$ cat src/rtl/ready_edge_waiter.sv
// Arms on start, waits for a rising edge of ready and reports latency or timeout.
// Build option: define READY_EDGE_WAITER_SYNC_EN to pass ready through a 2-flop synchronizer.
//
// state    | meaning
// ---------+------------------------------------------------------------
// ST_IDLE  | waiting for start; ready rises are only counted
// ST_ARMED | counting cycles until a ready rise or the budget expires
module ready_edge_waiter #(
    parameter int CNT_W  = 8,
    parameter int EDGE_W = 4
) (
    input  logic              clk,
    input  logic              rst_n,
    input  logic              start,
    input  logic [CNT_W-1:0]  timeout_cycles,
    input  logic              ready,
    output logic              busy,
    output logic              done,
    output logic              timed_out,
    output logic [CNT_W-1:0]  latency,
    output logic [EDGE_W-1:0] edge_count
);

    typedef enum logic [0:0] {
        ST_IDLE  = 1'b0,
        ST_ARMED = 1'b1
    } state_t;

    localparam logic [CNT_W-1:0]  CNT_ONE  = CNT_W'(1);
    localparam logic [CNT_W-1:0]  CNT_MAX  = '1;
    localparam logic [EDGE_W-1:0] EDGE_ONE = EDGE_W'(1);
    localparam logic [EDGE_W-1:0] EDGE_MAX = '1;

    state_t             state_q, state_d;
    logic [CNT_W-1:0]   cnt_q, cnt_d;
    logic [CNT_W-1:0]   tmo_q, tmo_d;
    logic [CNT_W-1:0]   latency_q, latency_d;
    logic [EDGE_W-1:0]  edge_q, edge_d;
    logic               done_q, done_d;
    logic               timed_out_q, timed_out_d;
    logic               ready_s;
    logic               ready_q;
    logic               rise;
    logic               expire;

`ifdef READY_EDGE_WAITER_SYNC_EN
    logic sync1_q, sync2_q;

    always_ff @(posedge clk or negedge rst_n) begin
        if (!rst_n) begin
            sync1_q <= 1'b0;
            sync2_q <= 1'b0;
        end else begin
            sync1_q <= ready;
            sync2_q <= sync1_q;
        end
    end

    assign ready_s = sync2_q;
`else
    assign ready_s = ready;
`endif

    // ready_q resets low, so a level held through reset release reads as one rise.
    always_ff @(posedge clk or negedge rst_n) begin
        if (!rst_n) begin
            ready_q <= 1'b0;
        end else begin
            ready_q <= ready_s;
        end
    end

    assign rise   = ready_s & ~ready_q;
    assign expire = (tmo_q != '0) && (cnt_q == (tmo_q - CNT_ONE));

    always_ff @(posedge clk or negedge rst_n) begin
        if (!rst_n) begin
            state_q     <= ST_IDLE;
            cnt_q       <= '0;
            tmo_q       <= '0;
            latency_q   <= '0;
            done_q      <= 1'b0;
            timed_out_q <= 1'b0;
            edge_q      <= '0;
        end else begin
            state_q     <= state_d;
            cnt_q       <= cnt_d;
            tmo_q       <= tmo_d;
            latency_q   <= latency_d;
            done_q      <= done_d;
            timed_out_q <= timed_out_d;
            edge_q      <= edge_d;
        end
    end

    always_comb begin
        state_d     = state_q;
        cnt_d       = cnt_q;
        tmo_d       = tmo_q;
        latency_d   = latency_q;
        done_d      = 1'b0;
        timed_out_d = 1'b0;

        case (state_q)
            ST_IDLE: begin
                // A rise coinciding with the accepted start is deliberately not a completion.
                if (start) begin
                    state_d = ST_ARMED;
                    cnt_d   = '0;
                    tmo_d   = timeout_cycles;
                end
            end
            ST_ARMED: begin
                if (rise) begin
                    done_d    = 1'b1;
                    latency_d = cnt_q;
                    state_d   = ST_IDLE;
                end else if (expire) begin
                    timed_out_d = 1'b1;
                    latency_d   = tmo_q;
                    state_d     = ST_IDLE;
                end else if (cnt_q != CNT_MAX) begin
                    cnt_d = cnt_q + CNT_ONE;
                end
            end
            default: begin
                state_d = ST_IDLE;
            end
        endcase
    end

    always_comb begin
        edge_d = edge_q;
        if (rise && (edge_q != EDGE_MAX)) begin
            edge_d = edge_q + EDGE_ONE;
        end
    end

    assign busy       = (state_q == ST_ARMED);
    assign done       = done_q;
    assign timed_out  = timed_out_q;
    assign latency    = latency_q;
    assign edge_count = edge_q;

endmodule

$ cat config.mk
export PLATFORM = sky130hd
export DESIGN_NAME = ready_edge_waiter
export DESIGN_NICKNAME = d
export VERILOG_FILES = /design/src/rtl/ready_edge_waiter.sv
export SDC_FILE = /design/constraint.sdc
export NUM_CORES = 1
export LEC_CHECK = 0
export CORE_AREA = 2 2 75 77
export CTS_BUF_LIST = sky130_fd_sc_hd__clkbuf_4 sky130_fd_sc_hd__clkbuf_8
export DETAILED_ROUTE_END_ITERATION = 8
export DIE_AREA = 0 0 77 79
export GPL_TIMING_DRIVEN = 1
export PLACE_DENSITY = 0.52
export SYNTH_ARGS = -nofsm -noshare
export SYNTH_HDL_FRONTEND = slang
export SYNTH_SLANG_ARGS = --single-unit
$ cat constraint.sdc
create_clock -name clk -period 4.1 [get_ports clk]
set_input_delay 0.615 -clock clk [delete_from_list [all_inputs] [get_ports clk]]
set_output_delay 0.615 -clock clk [all_outputs]
set_load 0.02 [all_outputs]
Word level (Yosys, flattened, before mapping)

Cells that the tools add are included.
W data, S select, Z words.

Add/subtract/negate cells: 3
Equality and inequality tests: 7
Multiplexer cells: 16
Bitwise logic cells: 3
Reduce and logical (&&, ||, !) cells: 7

Operators by type and width:

| operator              | count |
|---|---|
| $mux W8               | 6 |
| $pmux W8 S2           | 1 |
| $add A8 B1 Y8 const B | 1 |
| $eq A8 B8 Y1          | 1 |
| $mux W1               | 8 |
| $ne A8 B8 Y1 const B  | 1 |
| $reduce_bool A8 Y1    | 1 |
| $sub A8 B1 Y8 const B | 1 |
| $ne A2 B2 Y1 const B  | 3 |
| $add A4 B1 Y4 const B | 1 |
| $ne A4 B4 Y1 const B  | 1 |
| $reduce_and A2 Y1     | 2 |
| $reduce_and A4 Y1     | 1 |
| $logic_and A1 B1 Y1   | 2 |
| $ne A2 B1 Y1 const B  | 1 |
| $not A1 Y1            | 2 |
| $pmux W1 S2           | 1 |
| $reduce_bool A2 Y1    | 1 |
| $and A1 B1 Y1         | 1 |

Flip-flop bits (word level): 32
Input port bits: 12
Output and inout bits: 15
Word-level logic and storage cells: 44

Logic depth before layout (Yosys ltp)

Gate-level depths: netlist of the first run.

Depth in word-level cells: 6
Gate-level depth with buffers: 9
Mapped depth without buffers: 8

Worst setup path before layout of the first run

Ideal clock, no wire load.

Path type: register -> register
Start point: register tmo_q[0]
End point: register latency_q[0], in the netlist latency[0]
Setup time: 79 ps
Arrival: 2046 ps
Data required time: 4021 ps
Setup slack: 1974 ps
Stages on the path, launching flop included: 10
Path buffers: 1
Period minus slack after synthesis: 2126 ps
Path through: dfrtp_1 > inv_1 > ha_1 > nor2b_2 > or3_1 > a31oi_2 > o2111ai_2 > buf_6 > a21boi_4 > a2bb2oi_1

Longest elaborated chain between the ends: 5
Elaborated cells between the ends (all ways): 8
Classes of those cells: add/sub: 1; eq/ne: 1; mux: 2; reduce/logical: 4

RTL lines:

| element                             | line | RTL |
|---|---|---|
| start, declared                     | 36   | `logic [CNT_W-1:0] tmo_q, tmo_d;` |
| start signal, assigned              | 88   | `tmo_q <= tmo_d;` |
| $sub A8 B1 Y8                       | 74   | `assign expire = (tmo_q != '0) && (cnt_q == (tmo_q - CNT_ONE));` |
| $eq A8 B8 Y1                        | 74   |  |
| $logic_and A1 B1 Y1                 | 74   |  |
| $reduce_bool A2 Y1 (no source line) | n/a  |  |
| $reduce_and A2 Y1 (no source line)  | n/a  |  |
| end signal, assigned                | 89   | `latency_q <= latency_d;` |
| end, declared                       | 37   | `logic [CNT_W-1:0] latency_q, latency_d;` |

Several ways; a longest one is shown, not always the timed one. The select of a mux whose other input is x is not followed.
A chain may end at the register's enable or synchronous reset.

Worst setup path after layout of the first run

Start point: register tmo_q[0]
End point: register latency_q[4], in the netlist latency[4]

Longest elaborated chain between the ends: 5
Elaborated cells between the ends (all ways): 6
Classes of those cells: add/sub: 1; eq/ne: 1; reduce/logical: 4

RTL lines:

| element                                 | line |
|---|---|
| $sub A8 B1 Y8                           | 74 |
| $eq A8 B8 Y1                            | 74 |
| $logic_and A1 B1 Y1 (*)                 | 74 |
| $reduce_bool A2 Y1 (no source line) (*) | n/a |
| $reduce_and A2 Y1 (no source line) (*)  | n/a |

Mark *: on every way between the ends. The rest lies on a longest branch, timed or not.

==> results of run 1 <==
[cells in the final DEF (no fill, tap or decap), types with 2 or more instances in the layout]
cell,instances
dfrtp_1,32
nand2_1,28
clkdlybuf4s50_1,26
or2b_2,9
o31ai_1,8
a2bb2oi_1,8
inv_1,5
xnor2_1,5
a21oi_1,5
a31oi_1,5
mux2i_1,5
clkbuf_8,5
xor2_1,4
o21ai_0,4
nand4_1,4
ha_1,4
nor2_1,3
nand3_1,3
nor2b_1,3
nor3_1,3
and3_1,3
nand2b_1,2
and2_1,2
nor2b_2,2
and4b_1,2
[cell families after synthesis]
| logic type | count (synthesis) | synth area share (%) |
|---|---|---|
| AND/OR/NAND/NOR | 72 | 24.01 |
| AO/OA/AOI/OAI | 37 | 16.06 |
| flip-flops | 32 | 45.07 |
| buffers and inverters | 12 | 4.155 |
| XOR/XNOR | 9 | 4.436 |
| multiplexers | 6 | 3.451 |
| adder cells (fa/ha/maj) | 4 | 2.817 |
[synth_stat cells (2+ instances only)]
cell type  instances
xor2_1             4
o21ai_0            4
clkbuf_8           2
nor2b_1            3
mux2i_1            5
nand3_1            3
inv_1              5
xnor2_1            5
clkbuf_1           3
or2b_2             9
a21oi_1            5
ha_1               4
nand4_1            4
nor3_1             3
and4b_1            2
nor2_1             3
a31oi_1            5
nor2b_2            2
nand2b_1           2
and2_1             2
nand2_1           28
dfrtp_1           32
a2bb2oi_1          8
o31ai_1            8
and3_1             3
[power by group through the flow]
stage / clock network, mW / logic, mW / registers, mW
4_1_cts: 0.311 / 0.685 / 0.607
3_3_place_gp: 0 / 0.668 / 0.607
6_report: 0.302 / 0.680 / 0.604
5_1_grt: 0.323 / 0.747 / 0.632
2_1_floorplan: 0 / 0.406 / 0.639
3_5_place_dp: 0 / 0.682 / 0.612
[flip-flops by register name, summed over array words and instances (netlist names)]
name	count
ready_q	1
timed_out	1
latency	8
edge_count	4
cnt_q	8
tmo_q	8
done	1
busy	1
[per-stage QoR]
step	std cells	power, mW	setup WS [ns]	hold slack, ns	instance area, um^2
global route	272	1.702	1.167	0.5576	2191
floorplan	172	1.045	1.974	0.3194	1777
CTS	272	1.604	1.404	0.5328	2191
finish	272	1.586	1.396	0.5276	2191
detailed placement	264	1.293	1.406	0.5191	2079
global placement	264	1.276	1.455	0.5126	2079
[final cells by class]
class | count | area share (%)
clock buffer | 6 | 3.484
timing repair buffer | 27 | 12.22
sequential | 32 | 36.55
clock inverter | 2 | 1.599
multi-input combinational | 128 | 41.18
tap | 72 | 4.112
inverter | 5 | 0.8567
[per-layer routing]
metal	up-vias	global-route usage, %	part of all wire [%]
met2	18	22.81	50
met1	652	15.93	46
met3	5	2.841	2.3
met4	0	5.893	1.5
li1	671	-	-
met5	-	0	0
[worst paths after layout]
| kind | from | end | slack [ns] | depth (start not counted) |
|---|---|---|---|---|
| setup / recovery | tmo_q[0] | latency[4] | 1.40 | 8 |
| hold / removal | edge_count[0] | edge_count[0] | 0.53 | 1 |
| setup reg to reg | tmo_q[0] | latency[4] | 1.40 | 8 |
| hold reg to reg | edge_count[0] | edge_count[0] | 0.53 | 1 |
| max in group asynchronous | rst_n | cnt_q[2] | 3.08 | 2 |
| min in group asynchronous | rst_n | latency[2] | 0.72 | 2 |
==> impl_metrics.env, run 1 <==
export IMPL_viasPerCell=4.949
export IMPL_synth_nets=188
export IMPL_cts_buffers=5
export IMPL_cts_sinks=32
export IMPL_insertion_delay_ns=0.28
export IMPL_synth_top_area_share_pct=45.07
export IMPL_utilization_pct=41.05
export IMPL_crit_chain="inv_1, ha_1, nor2b_2, or3_1, a31oi_2, o2111ai_2, o31ai_1, a2bb2oi_1"
export IMPL_overflow=0
export IMPL_first_iter_violations=92
export IMPL_path_clk_slew_ns=0.07
export IMPL_fin_worst_skew_ns=0.006823
export IMPL_ys_warn_count=0
export IMPL_max_cap_viol_count=0
export IMPL_hpwl_um=2750
export IMPL_slew_headroom_pct=24.22
export IMPL_hold_buffers=0
export IMPL_fillCellCount=530
export IMPL_ys_seq_area_share_pct=45.07
export IMPL_p_sw_mw=0.6160
export IMPL_cts_htree_levels=2
export IMPL_cts_root_buffer="clkbuf_8"
export IMPL_worst_path_max_fanout=21
export IMPL_p_leak_nw=0.9504
export IMPL_grt_usage_pct=13.22
export IMPL_first_pass_iters=4
export IMPL_drive_gt1_share_pct=14.50
export IMPL_max_stage_delay_ns=0.50
export IMPL_required_ns=4.25
export IMPL_start_util_pct=33.29
export IMPL_ir_drop_mv=0.1779
export IMPL_area_growth_pct=23.31
export IMPL_drc=0
export IMPL_swShare_pct=38.84
export IMPL_io_buffers=26
export IMPL_fin_crit_sh_pct=65.95
export IMPL_async_flop_share_pct=100.0
export IMPL_cts_tree="built"
export IMPL_slowest_stage="o2111ai_2"
export IMPL_crit_buf_inv=1
export IMPL_hold_class="reg -> reg"
export IMPL_final_max_slew_viol_count=0
export IMPL_cellPowerDensity_nw_per_um2=723.9
export IMPL_row_count=27
export IMPL_syn_inst=172
export IMPL_synth_main_ff_cell="dfrtp_1"
export IMPL_cts_repair_resized=0
export IMPL_synthesis_area_um2=1777
export IMPL_synth_largest_area_cell="dfrtp_1"
export IMPL_synthDistinctLibCells=43
export IMPL_die_w_um=77
export IMPL_grt_pass1_wl_um=6285
export IMPL_synth_edff_count=0
export IMPL_grt_start_max_net_pins=33
export IMPL_seqCellArea_um2=800.8
export IMPL_crit_path_end_kind="flip-flop"
export IMPL_setup_viol=0
export IMPL_drt_wirelength_per_cell_um=13.85
export IMPL_hold_viol_final=0
export IMPL_routabilityCongestion=0.9432
export IMPL_num_antenna_cells=0
export IMPL_p_int_mw=0.9701
export IMPL_min_period_ns=2.704
export IMPL_antenna_found_initial=0
export IMPL_arrival_ns=2.86
export IMPL_ys_ff_latch=32
export IMPL_startpoint_type="flip-flop"
export IMPL_routed_wl_um=3766
export IMPL_rsz0062_at_grt="false"
export IMPL_die_y_um=79
export IMPL_grt_pass1_vias=1335
export IMPL_fin_nets=215
export IMPL_worst_pin_slew_ns=1.134
export IMPL_vias=1346
export IMPL_post_cts_buffers=0
export IMPL_status="complete, no violations"
export IMPL_p_clk_share_pct=19.0
export IMPL_core_um2=5338
export IMPL_ant_nets=0
export IMPL_clockBufferDepth=2
export IMPL_syn_avg_cell_area_um2=10.33
export IMPL_fmax_ghz=0.3698
export IMPL_boundaryPins=27
export IMPL_die_area_um2=6083
export IMPL_pwr_share_seq_pct=38.1
export IMPL_multi_input_area_um2=902.1
export IMPL_path_delay_family="compound AO/OA/AOI/OAI gates"
export IMPL_ys_top_cells_by_area="dfrtp_1 45%, nand2_1 5.9%, or2b_2 4.4%"
export IMPL_critical_path_class="reg -> reg"
export IMPL_setup_tns_ns=0
export IMPL_p_comb_share_pct=42.9
No activity file was read; power rests on OpenSTA's default activity.
==> inputs of run 2 (changes only) <==
--- a/config.mk
+++ b/config.mk
@@ -10,7 +10,7 @@
 export DETAILED_ROUTE_END_ITERATION = 8
 export DIE_AREA = 0 0 77 79
 export GPL_TIMING_DRIVEN = 1
-export PLACE_DENSITY = 0.52
+export PLACE_DENSITY = 0.54
 export SYNTH_ARGS = -nofsm -noshare
 export SYNTH_HDL_FRONTEND = slang
 export SYNTH_SLANG_ARGS = --single-unit
==> constraint.sdc (replaced) <==
create_clock -name clk -period 2.26 [get_ports clk]
set_input_delay 0.339 -clock clk [delete_from_list [all_inputs] [get_ports clk]]
set_output_delay 0.339 -clock clk [all_outputs]
set_load 0.02 [all_outputs]
==> run 2 against run 1 <==
  * Non-clock buffer count rose by 14
  * Maximum frequency rose by 23%
  * Design area rose by 15%
  * Total power rose by 110%
  * Combinational power rose by 140%
  * Sequential cell count did not move
  * Final cell count rose by 5.1%
  * Critical path type unchanged
==> impl_metrics.env, run 2 (synthesis gave the netlist of run 1 again) <==
export IMPL_status="complete, no violations"
export IMPL_final_max_slew_viol_count=0
export IMPL_first_iter_violations=39
export IMPL_ant_nets=0
export IMPL_fin_worst_skew_ns=0.007051
export IMPL_max_stage_delay_ns=0.39
export IMPL_worst_pin_slew_ns=0.6001
export IMPL_hold_class="in -> async"
export IMPL_rsz0062_at_grt="true"
export IMPL_die_y_um=79
export IMPL_slowest_stage="or3_4"
export IMPL_path_delay_family="compound AO/OA/AOI/OAI gates"
export IMPL_overflow=0
export IMPL_first_pass_iters=4
export IMPL_io_buffers=26
export IMPL_antenna_found_initial=0
export IMPL_hold_viol_final=0
export IMPL_slew_headroom_pct=60.00
export IMPL_grt_pass1_vias=1301
export IMPL_boundaryPins=27
export IMPL_cts_root_buffer="clkbuf_8"
export IMPL_power_mw=3.320
export IMPL_drt_wirelength_per_cell_um=14.78
export IMPL_cts_tree="built"
export IMPL_hpwl_um=2803
export IMPL_viasPerCell=4.881
export IMPL_place_area_um2=2167
export IMPL_layout_common_cells="30 x dfrtp_1, 28 x nand2_1, 26 x clkdlybuf4s50_1"
export IMPL_drive_gt1_share_pct=30.37
export IMPL_core_um2=5338
export IMPL_worst_r2r_path_depth=10
export IMPL_cts_htree_levels=2
export IMPL_final_area_um2=2509
export IMPL_routed_wl_um=4227
export IMPL_fin_nets=229
export IMPL_hold_buffers=0
export IMPL_min_period_ns=2.198
export IMPL_vias=1396
export IMPL_required_ns=2.47
export IMPL_num_antenna_cells=0
export IMPL_area_growth_pct=41.20
export IMPL_drc=0
export IMPL_place_worst_setup_slack_ns=0.03225
export IMPL_cts_buffers=5
export IMPL_fin_crit_sh_pct=97.25
export IMPL_critical_path_class="reg -> reg"
export IMPL_grt_usage_pct=13.96
export IMPL_worst_path_max_fanout=8
export IMPL_path_clk_slew_ns=0.07
export IMPL_p_leak_nw=1.086
export IMPL_routabilityCongestion=0.8472
export IMPL_fmax_ghz=0.4550
export IMPL_insertion_delay_ns=0.28
export IMPL_startpoint_type="flip-flop"
export IMPL_start_util_pct=33.29
export IMPL_cellPowerDensity_nw_per_um2=1323
export IMPL_grt_pass1_wl_um=6582
export IMPL_die_area_um2=6083
export IMPL_r2r_start="tmo_q[1]"
export IMPL_setup_tns_ns=0
export IMPL_crit_buf_inv=3
export IMPL_cts_sinks=32
export IMPL_crit_chain="inv_2, ha_4, nor2b_4, or3_4, a31oi_4, o2111ai_4, buf_12, a21boi_4, buf_12, a2bb2oi_2"
export IMPL_ir_drop_mv=0.4863
export IMPL_layout_commonest_cell="dfrtp_1"
export IMPL_grt_start_max_net_pins=33
export IMPL_setup_viol=0
export IMPL_crit_path_end_kind="flip-flop"
export IMPL_r2r_end="latency[7]"
export IMPL_fin_ws_ns=0.06219
export IMPL_die_w_um=77
export IMPL_reg2reg_slack_ns=0.06
export IMPL_arrival_ns=2.40
export IMPL_row_count=27
export IMPL_path_common_cell="buf_12"
export IMPL_max_cap_viol_count=0
export IMPL_clockBufferDepth=2
-- run 2: how the worst max path moves through the flow --
stage                   from         end  depth (start not counted)
finish              tmo_q[1]  latency[7]                         10
global route        tmo_q[3]  latency[7]                          8
CTS                 tmo_q[0]  latency[3]                          9
detailed placement  tmo_q[0]  latency[5]                          9
global placement    tmo_q[0]  latency[4]                          9
floorplan           tmo_q[0]  latency[0]                          9
-- run 2: area by class of cell --
| cell class | instances | area (um^2) |
|---|---|---|
| clock buffers | 6 | 76.32 |
| repair buffers | 41 | 432.9 |
| inverters | 5 | 18.77 |
| flip-flops and latches | 32 | 803.3 |
| fillers | 523 | 2829 |
| well taps | 72 | 90.09 |
| multi-input cells | 128 | 1052 |
| clock inverters | 2 | 35.03 |
-- run 2: metal layers --
metal  global-route usage [%]  share of wire (%)  wire [um]  vias to the layer above
li1                         -                  -          -                      702
met1                    19.10                 48       2035                      665
met2                    22.19                 49       2051                       23
met3                    3.750                2.5        106                        6
met4                    3.214               0.80         34                        0
met5                        0                  0          0                        -
-- run 2: where the power goes --
part | internal [mW] | leakage [nW] | switching (mW)
logic | 0.872 | 0.636 | 0.755
clock network | 0.339 | 0.0586 | 0.216
registers | 0.799 | 0.392 | 0.338
total | 2.01 | 1.09 | 1.31
-- run 2: timing repair --
item / in CTS / in global routing
endpoints found under the hold margin: 0 / 0
resized for setup: 0 / 28
setup endpoints to repair: 0 / 11
setup buffers: 0 / 2
-- run 2: worst reg2reg max path, cell delays in order (launching register included) --
cell and delay [ns]:
dfrtp_1 0.37, inv_2 0.07, ha_4 0.16, nor2b_4 0.12, or3_4 0.39, a31oi_4 0.17
o2111ai_4 0.21, buf_12 0.20, a21boi_4 0.15, buf_12 0.15, a2bb2oi_2 0.14
-- run 2: stage by stage --
stage	instances	util, %	hold WS [ns]
after global routing	286	47.00	0.4858
after global placement	274	40.60	0.5210
after floorplan	172	-	0.04341
after detailed placement	274	40.60	0.5169
after CTS	282	42.69	0.4776
final	286	47.00	0.4658
